### src/rtl/ctrl_tapseq_pkg.sv
// ---------------------------------------------------------------------------
// ctrl_tapseq_pkg
// Shared definitions for the tap-sequencing controller: FSM state encoding,
// the default accumulator/error register address and the bundle of
// single-bit strobes that the controller registers towards the
// register-file driver.
// ---------------------------------------------------------------------------
package ctrl_tapseq_pkg;

  // Controller FSM states.
  typedef enum logic [1:0] {
    ST_IDLE = 2'd0,
    ST_INIT = 2'd1,
    ST_MAC  = 2'd2,
    ST_DONE = 2'd3
  } state_e;

  // Register-file address reserved for the running accumulator / error term.
  localparam int ACC_REG_DEFAULT = 0;

  // Single-bit outputs, kept together so they share one register stage.
  typedef struct packed {
    logic en_init;
    logic en_load;
    logic new_smp;
    logic out_smp;
    logic busy;
    logic done;
  } strobes_t;

endpackage

### src/rtl/ctrl_tapseq_if.sv
// ---------------------------------------------------------------------------
// ctrl_tapseq_if
// Request / register-file bus of the tap-sequencing controller.
//   smp_req, out_req, phase : requests towards the controller
//   en_init, en_load, new_smp, out_smp, result_reg, error_reg, coef_addr :
//                             strobes and addresses to the register-file driver
//   busy, done, overrun     : controller status
// Modports:
//   slave  - the controller (accepts requests, drives strobes and status)
//   master - the requester / register-file side
// ---------------------------------------------------------------------------
interface ctrl_tapseq_if #(
  parameter int WIDTH = 3,
  parameter int PW    = 2
);

  logic                  smp_req;
  logic                  out_req;
  logic [PW-1:0]         phase;

  logic                  en_init;
  logic                  en_load;
  logic                  new_smp;
  logic                  out_smp;
  logic [WIDTH-1:0]      result_reg;
  logic [WIDTH-1:0]      error_reg;
  logic [PW+WIDTH-1:0]   coef_addr;

  logic                  busy;
  logic                  done;
  logic                  overrun;

  modport slave (
    input  smp_req, out_req, phase,
    output en_init, en_load, new_smp, out_smp,
    output result_reg, error_reg, coef_addr,
    output busy, done, overrun
  );

  modport master (
    output smp_req, out_req, phase,
    input  en_init, en_load, new_smp, out_smp,
    input  result_reg, error_reg, coef_addr,
    input  busy, done, overrun
  );

endinterface

### src/rtl/ctrl_ringptr.sv
// ---------------------------------------------------------------------------
// ctrl_ringptr
// Ring-buffer write pointer and MAC tap counter.
// Ports:
//   clk, rst    : clock, asynchronous active-low reset
//   ptr_inc     : advance the write pointer (modulo 2^WIDTH) this cycle
//   k_inc       : advance the tap counter; when low the counter returns to 0
//   wr_ptr_d    : write pointer value after this edge
//   k_d         : tap counter value after this edge
//   tap_addr_d  : (wr_ptr_d - 1 - k_d) mod 2^WIDTH, the ring slot read for
//                 tap k_d (newest sample is at wr_ptr - 1)
//   k_last      : current tap counter is at the final tap
// The "_d" outputs let the controller register its addresses so that they
// line up with the cycle in which the pointer/counter hold those values.
// ---------------------------------------------------------------------------
module ctrl_ringptr #(
  parameter int WIDTH = 3,
  parameter int NTAPS = 8
) (
  input  logic             clk,
  input  logic             rst,
  input  logic             ptr_inc,
  input  logic             k_inc,
  output logic [WIDTH-1:0] wr_ptr_d,
  output logic [WIDTH-1:0] k_d,
  output logic [WIDTH-1:0] tap_addr_d,
  output logic             k_last
);

  localparam logic [WIDTH-1:0] K_LAST = WIDTH'(NTAPS - 1);

  logic [WIDTH-1:0] wr_ptr_q;
  logic [WIDTH-1:0] k_q;

  always_comb begin
    wr_ptr_d   = ptr_inc ? wr_ptr_q + WIDTH'(1) : wr_ptr_q;
    k_d        = k_inc ? k_q + WIDTH'(1) : '0;
    // Natural WIDTH-bit wrap gives the modulo-2^WIDTH ring arithmetic.
    tap_addr_d = wr_ptr_d - WIDTH'(1) - k_d;
  end

  assign k_last = (k_q == K_LAST);

  always_ff @(posedge clk or negedge rst) begin
    if (!rst) begin
      wr_ptr_q <= '0;
      k_q      <= '0;
    end else begin
      wr_ptr_q <= wr_ptr_d;
      k_q      <= k_d;
    end
  end

endmodule

### src/rtl/ctrl_tapseq.sv
// ---------------------------------------------------------------------------
// ctrl_tapseq
// Tap-sequencing controller for a ring-buffer FIR / polyphase filter.
// A sample request writes the next ring slot (INIT, one cycle); an output
// request walks NTAPS taps newest-first (MAC), driving the coefficient ROM
// address {phase, k}; every job ends with a one-cycle DONE.
// Ports:
//   clk  : clock, rising edge
//   rst  : asynchronous active-low reset
//   bus  : ctrl_tapseq_if.slave - requests in, strobes/addresses/status out
// Each request type has a one-deep pending flag; a request arriving while its
// flag is already set is dropped and sets the sticky overrun flag.
// All outputs are registered from the next-state values, so they are valid
// in the same cycle the FSM is in the corresponding state.
// ---------------------------------------------------------------------------
module ctrl_tapseq
  import ctrl_tapseq_pkg::*;
#(
  parameter int WIDTH   = 3,
  parameter int NTAPS   = 8,
  parameter int PW      = 2,
  parameter int ACC_REG = ACC_REG_DEFAULT
) (
  input  logic         clk,
  input  logic         rst,
  ctrl_tapseq_if.slave bus
);

  localparam logic [WIDTH-1:0] ACC_ADDR = WIDTH'(ACC_REG);

  // FSM and request bookkeeping
  state_e              state_q,      state_d;
  logic                smp_pend_q,   smp_pend_d;
  logic                out_pend_q,   out_pend_d;
  logic                overrun_q,    overrun_d;
  logic [PW-1:0]       phase_pend_q, phase_pend_d;
  logic [PW-1:0]       phase_q,      phase_d;

  // Registered outputs
  strobes_t            strb_q,       strb_d;
  logic [WIDTH-1:0]    result_reg_q, result_reg_d;
  logic [WIDTH-1:0]    error_reg_q,  error_reg_d;
  logic [PW+WIDTH-1:0] coef_addr_q,  coef_addr_d;

  // Pointer / counter interface
  logic                ptr_inc;
  logic                k_inc;
  logic                k_last;
  logic [WIDTH-1:0]    wr_ptr_d;
  logic [WIDTH-1:0]    k_d;
  logic [WIDTH-1:0]    tap_addr_d;

  logic                smp_svc;
  logic                out_svc;

  ctrl_ringptr #(
    .WIDTH (WIDTH),
    .NTAPS (NTAPS)
  ) u_ringptr (
    .clk        (clk),
    .rst        (rst),
    .ptr_inc    (ptr_inc),
    .k_inc      (k_inc),
    .wr_ptr_d   (wr_ptr_d),
    .k_d        (k_d),
    .tap_addr_d (tap_addr_d),
    .k_last     (k_last)
  );

  // -------------------------------------------------------------------------
  // Next-state and request logic
  // -------------------------------------------------------------------------
  always_comb begin
    state_d = state_q;
    smp_svc = 1'b0;
    out_svc = 1'b0;
    ptr_inc = 1'b0;
    k_inc   = 1'b0;

    case (state_q)
      ST_IDLE: begin
        // Sample writes take priority so the ring holds the newest sample
        // before any output computation reads it.
        if (smp_pend_q || bus.smp_req) begin
          state_d = ST_INIT;
          smp_svc = 1'b1;
        end else if (out_pend_q || bus.out_req) begin
          state_d = ST_MAC;
          out_svc = 1'b1;
        end
      end
      ST_INIT: begin
        ptr_inc = 1'b1;
        if (out_pend_q || bus.out_req) begin
          state_d = ST_MAC;
          out_svc = 1'b1;
        end else begin
          state_d = ST_DONE;
        end
      end
      ST_MAC: begin
        if (k_last) begin
          state_d = ST_DONE;
        end else begin
          k_inc = 1'b1;
        end
      end
      ST_DONE: begin
        state_d = ST_IDLE;
      end
      default: begin
        state_d = ST_IDLE;
      end
    endcase

    smp_pend_d = (smp_pend_q | bus.smp_req) & ~smp_svc;
    out_pend_d = (out_pend_q | bus.out_req) & ~out_svc;
    overrun_d  = overrun_q
               | (bus.smp_req & smp_pend_q)
               | (bus.out_req & out_pend_q);

    // Phase is latched when the request is accepted, but only transferred to
    // the working copy on MAC entry, so a request queued during a MAC cannot
    // disturb the coefficient addresses of the computation in progress.
    phase_pend_d = (bus.out_req && !out_pend_q) ? bus.phase : phase_pend_q;
    if (out_svc) begin
      phase_d = out_pend_q ? phase_pend_q : bus.phase;
    end else begin
      phase_d = phase_q;
    end
  end

  // -------------------------------------------------------------------------
  // Output decode from the next state
  // -------------------------------------------------------------------------
  always_comb begin
    strb_d       = '0;
    result_reg_d = '0;
    error_reg_d  = '0;
    coef_addr_d  = '0;

    strb_d.busy  = (state_d != ST_IDLE);

    case (state_d)
      ST_INIT: begin
        strb_d.en_init = 1'b1;
        strb_d.new_smp = 1'b1;
        result_reg_d   = wr_ptr_d;
        error_reg_d    = ACC_ADDR;
      end
      ST_MAC: begin
        strb_d.en_load = 1'b1;
        strb_d.out_smp = (k_d == WIDTH'(NTAPS - 1));
        result_reg_d   = tap_addr_d;
        error_reg_d    = ACC_ADDR;
        coef_addr_d    = {phase_d, k_d};
      end
      ST_DONE: begin
        strb_d.done = 1'b1;
      end
      default: begin
      end
    endcase
  end

  // -------------------------------------------------------------------------
  // State and output registers
  // -------------------------------------------------------------------------
  always_ff @(posedge clk or negedge rst) begin
    if (!rst) begin
      state_q      <= ST_IDLE;
      smp_pend_q   <= 1'b0;
      out_pend_q   <= 1'b0;
      overrun_q    <= 1'b0;
      phase_pend_q <= '0;
      phase_q      <= '0;
      strb_q       <= '0;
      result_reg_q <= '0;
      error_reg_q  <= '0;
      coef_addr_q  <= '0;
    end else begin
      state_q      <= state_d;
      smp_pend_q   <= smp_pend_d;
      out_pend_q   <= out_pend_d;
      overrun_q    <= overrun_d;
      phase_pend_q <= phase_pend_d;
      phase_q      <= phase_d;
      strb_q       <= strb_d;
      result_reg_q <= result_reg_d;
      error_reg_q  <= error_reg_d;
      coef_addr_q  <= coef_addr_d;
    end
  end

  assign bus.en_init    = strb_q.en_init;
  assign bus.en_load    = strb_q.en_load;
  assign bus.new_smp    = strb_q.new_smp;
  assign bus.out_smp    = strb_q.out_smp;
  assign bus.busy       = strb_q.busy;
  assign bus.done       = strb_q.done;
  assign bus.result_reg = result_reg_q;
  assign bus.error_reg  = error_reg_q;
  assign bus.coef_addr  = coef_addr_q;
  assign bus.overrun    = overrun_q;

endmodule
### src/flat_wrapper.sv
// flat-port wrapper written by rule: the top's interface ports become plain ports
module ctrl_tapseq_flat import ctrl_tapseq_pkg::*;
#(
  parameter int WIDTH   = 3,
  parameter int NTAPS   = 8,
  parameter int PW      = 2,
  parameter int ACC_REG = ACC_REG_DEFAULT
)
  (clk, rst, bus_smp_req, bus_out_req, bus_phase, bus_en_init, bus_en_load, bus_new_smp, bus_out_smp, bus_result_reg, bus_error_reg, bus_coef_addr, bus_busy, bus_done, bus_overrun);
  ctrl_tapseq_if #(.WIDTH(WIDTH), .PW(PW)) bus_i ();
  input  logic clk;
  input  logic rst;
  input wire logic [$bits(bus_i.smp_req)-1:0] bus_smp_req;
  input wire logic [$bits(bus_i.out_req)-1:0] bus_out_req;
  input wire logic [$bits(bus_i.phase)-1:0] bus_phase;
  output wire logic [$bits(bus_i.en_init)-1:0] bus_en_init;
  output wire logic [$bits(bus_i.en_load)-1:0] bus_en_load;
  output wire logic [$bits(bus_i.new_smp)-1:0] bus_new_smp;
  output wire logic [$bits(bus_i.out_smp)-1:0] bus_out_smp;
  output wire logic [$bits(bus_i.result_reg)-1:0] bus_result_reg;
  output wire logic [$bits(bus_i.error_reg)-1:0] bus_error_reg;
  output wire logic [$bits(bus_i.coef_addr)-1:0] bus_coef_addr;
  output wire logic [$bits(bus_i.busy)-1:0] bus_busy;
  output wire logic [$bits(bus_i.done)-1:0] bus_done;
  output wire logic [$bits(bus_i.overrun)-1:0] bus_overrun;
  assign bus_i.smp_req = bus_smp_req;
  assign bus_i.out_req = bus_out_req;
  assign bus_i.phase = bus_phase;
  assign bus_en_init = bus_i.en_init;
  assign bus_en_load = bus_i.en_load;
  assign bus_new_smp = bus_i.new_smp;
  assign bus_out_smp = bus_i.out_smp;
  assign bus_result_reg = bus_i.result_reg;
  assign bus_error_reg = bus_i.error_reg;
  assign bus_coef_addr = bus_i.coef_addr;
  assign bus_busy = bus_i.busy;
  assign bus_done = bus_i.done;
  assign bus_overrun = bus_i.overrun;
  ctrl_tapseq #(.WIDTH(WIDTH), .NTAPS(NTAPS), .PW(PW), .ACC_REG(ACC_REG)) u_core (.clk(clk), .rst(rst), .bus(bus_i));
endmodule
### config.mk
export PLATFORM = sky130hd
export DESIGN_NAME = ctrl_tapseq_flat
export DESIGN_NICKNAME = d
export VERILOG_FILES = /design/src/rtl/ctrl_tapseq_pkg.sv /design/src/rtl/ctrl_tapseq_if.sv /design/src/rtl/ctrl_ringptr.sv /design/src/rtl/ctrl_tapseq.sv /design/src/flat_wrapper.sv
export SDC_FILE = /design/constraint.sdc
export NUM_CORES = 1
export LEC_CHECK = 0
export BUFFER_PORTS_ARGS = -buffer_cell sky130_fd_sc_hd__clkbuf_2
export CAP_MARGIN = 30
export CORE_MARGIN = 5
export CORE_UTILIZATION = 61
export CTS_BUF_LIST = sky130_fd_sc_hd__clkbuf_2
export DETAILED_ROUTE_END_ITERATION = 10
export PLACE_DENSITY = 0.86
export SYNTH_ARGS = -nofsm -noshare
export SYNTH_HDL_FRONTEND = slang
export SYNTH_SLANG_ARGS = --single-unit
### constraint.sdc
create_clock -name clk -period 4.7 [get_ports clk]
set_clock_uncertainty 0.1 [all_clocks]
set_input_delay 0.235 -clock clk [delete_from_list [all_inputs] [get_ports clk]]
set_output_delay 0.235 -clock clk [all_outputs]
set_load 0.05 [all_outputs]
==> metrics.md <==
| Metric | Value |
|---|---|
| Vias in the first global route | `831` |
| Origin of the critical flop-to-flop path | `u_core.u_ringptr.k_q[0]` |
| Core area | `1980 um2` |
| Cts bufs inserted | `3` |
| PD cells | `742 nW/um2` |
| Die Width | `56.0 um` |
| Worst endpoint required time | `4.89 ns` |
| Final GP Congestion | `0.738` |
| Register area | `701 um2` |
| Starting Density | `0.652` |
| Critical path launch point type | `flip-flop` |
| # fillers | `140` |
| Global-route wire length before repair | `3480 um` |
| First-iteration detailed-routing DRC count | `19` |
| Critical Path Sink | `u_core.bus.result_reg[2]` |
| R2R setup slack | `2.29 ns` |
| Hold Crit Class | `in -> reg` |
| YS warnings | `0` |
| Root Buffer | `clkbuf_2` |
| Worst Tran Pin Value | `0.685 ns` |
| Synthesis-to-layout area growth | `11.0%` |
| Max-cap viol count | `0` |
| Largest net degree at the start of global routing | `29` |
| Gr ovfl total | `0` |
| Max Root-Sink Buffers | `2` |
| Peak VDD IR | `0.000453 V` |
| Final Instance Area | `1440 um2` |
| DRT antenna net count | `0` |
| Unrepaired setup endpoints after global routing | `no` |
| Post-Syn Instances | `104` |
| Setup violations, final | `0` |
| Yosys top cell by area | `dfrtp_1` |
| Period minus WS final | `2.41 ns` |
| Rows | `16` |
| Drt pass-1 iters | `4` |
| # resized after CTS | `0` |
| Post-synth cell types | `34` |
| Fmax | `415 MHz` |
| Drt wl/cell | `13.5 um` |
| Cell area after synthesis | `1290 um2` |
| LEAKAGE | `0.767 nW` |
| R2r endpoint | `u_core.bus.result_reg[2]` |
| DRC | `0` |
| Max Transition Viols Final | `0` |
| Die area | `3140 um2` |
| Vias | `788` |
| GRT Total Usage | `0.140` |
| Height of the die | `56.0 um` |
| Register area share after synthesis | `0.542` |
| Share of cells above drive strength 1 | `0.254` |
| Top cells by area, synth | `dfrtp_1, ha_1, mux2_2, buf_4, xnor2_4` |
| Top cell type's share of synthesized area | `0.542` |
| Total Nets Final | `146` |
| Placed Instance Area | `1400 um2` |
| Outcome | `completed` |
| N_diodes | `0` |
| Critical path origin | `u_core.u_ringptr.k_q[0]` |
| Number of port buffers | `20` |
| Core Util, Final | `0.724` |
| Crit share post-route | `0.513` |
| Clock Sink Count | `28` |
| Critical path endpoint category | `flip-flop` |
| CTS H-tree lvls | `1` |
| Max FFs per register | `5` |
| Final hold vios | `0` |
| IO Pins | `24` |
| Arr. time, crit path | `2.60 ns` |
| R2R depth | `10` |
| Via/cell ratio | `5.15` |
| Setup TNS | `0 ns` |
| DP Wirelength | `1560 um` |
| Clock Pin Slew Worst Setup and Hold Paths | `0.23 ns` |
| Mean Syn Cell Area | `12.4 um2` |
| Slew margin rel. | `0.543` |
| CTS tree | `built` |
| Setup repair bufs after CTS | `0` |
| Area occupied by multi-input gates | `539 um2` |
| Setup CP Type | `reg -> reg` |
| WL final | `2070 um` |
| Initial antenna violation count | `0` |
| FF+latch count, synth | `28` |
| CP Max Fanout | `4` |
| Later-pin clock latency in the skew report | `0.34 ns` |
| CTS Hold Bufs | `1` |
## critical path, stage by stage (launching register included)
cell     delay, ns
dfrtp_1       0.44
ha_1          0.20
ha_1          0.21
nor2b_1       0.21
nor2b_1       0.30
inv_1         0.08
ha_1          0.19
ha_1          0.18
a21oi_2       0.11
xnor3_1       0.22
o21ai_1       0.13
## through the flow
stage	power [mW]	hold slack (ns)	setup WS [ns]	std cells
after floorplan	0.868	-0.161	2.60	106
after global placement	0.966	0.188	2.44	148
after detailed placement	0.990	0.203	2.37	148
after CTS	1.07	0.00538	2.32	152
after global routing	1.15	0.000541	2.09	153
final	1.06	0.0375	2.29	153
## area by class of cell
class / count / area share
Clock buffer: 3 / 0.0105
Inverter: 7 / 0.0183
Tap cell: 27 / 0.0235
Multi-Input combinational cell: 66 / 0.376
Timing Repair Buffer: 22 / 0.0837
Sequential cell: 28 / 0.488
## synth_stat cells
cell type / instances
and3_1: 3
conb_1: 1
a21oi_2: 1
mux2i_1: 2
xnor3_1: 1
nand3_1: 1
nor2_1: 5
o21ai_1: 1
a21boi_1: 2
nor3b_2: 1
nand2_1: 7
nand3b_1: 2
o311ai_0: 1
a221o_1: 1
dfrtp_1: 28
o21ai_0: 2
or2_1: 2
nand2b_1: 1
buf_4: 4
nand2_2: 1
o21a_1: 2
mux2_2: 3
xor2_1: 2
nor2b_1: 2
clkbuf_1: 1
and2_4: 1
o22ai_1: 1
and2_1: 1
nor3_1: 1
a22oi_1: 2
or2b_2: 1
xnor2_4: 1
inv_1: 7
ha_1: 12
## logic make-up (layout without fill, tap and decap cells)
group                    count (synthesis)  after routing  share of synthesized area
AND/OR/NAND/NOR                         29             29                      0.126
flip-flops                              28             28                      0.542
AO/OA/AOI/OAI                           13             13                     0.0726
adder cells (fa/ha/maj)                 12             12                      0.116
buffers and inverters                   12             32                     0.0465
multiplexers                             5              5                     0.0416
XOR/XNOR                                 4              4                     0.0523
other                                    1              3                    0.00290
## power breakdown
part	total [mW]	internal, mW	switching (mW)
combinational	0.603	0.230	0.373
clock	0.0799	0.0174	0.0626
sequential	0.381	0.329	0.0525
## per-layer routing
metal | vias to the layer above | routed length (um) | GRT usage
met3 | 2 | 86 | 0.0278
met1 | 386 | 934 | 0.183
met4 | 0 | 7 | 0.0610
li1 | 383 | - | -
met2 | 17 | 1040 | 0.224
met5 | - | 0 | 0
## how the worst min path moves through the flow
stage	from	endpoint	slack (ns)	depth (start not counted)
floorplan	rst	u_core.bus.busy	-0.16	0
global placement	rst	u_core.bus.coef_addr[2]	0.19	1
detailed placement	rst	u_core.bus.coef_addr[0]	0.20	1
CTS	bus_phase[1]	u_core.phase_pend_q[1]	0.005	2
global route	bus_phase[0]	u_core.phase_pend_q[0]	0.0005	2
finish	bus_phase[0]	u_core.phase_pend_q[0]	0.04	2
## cell usage in the layout, fill, tap and decap left out, types with 2 or more instances in the layout
cell / synthesis / routed
a22oi_1: 2 / 2
nor2_1: 5 / 5
mux2_2: 3 / 3
o21a_1: 2 / 2
dfrtp_1: 28 / 28
dlygate4sd3_1: 0 / 2
nand3b_1: 2 / 2
xor2_1: 2 / 2
ha_1: 12 / 12
nand2_1: 7 / 7
inv_1: 7 / 7
or2_1: 2 / 2
a21boi_1: 2 / 2
conb_1: 1 / 3
and3_1: 3 / 3
o21ai_0: 2 / 2
nor2b_1: 2 / 2
mux2i_1: 2 / 2
clkbuf_2: 0 / 23
Note: power is estimated with default switching activity, not from simulation.
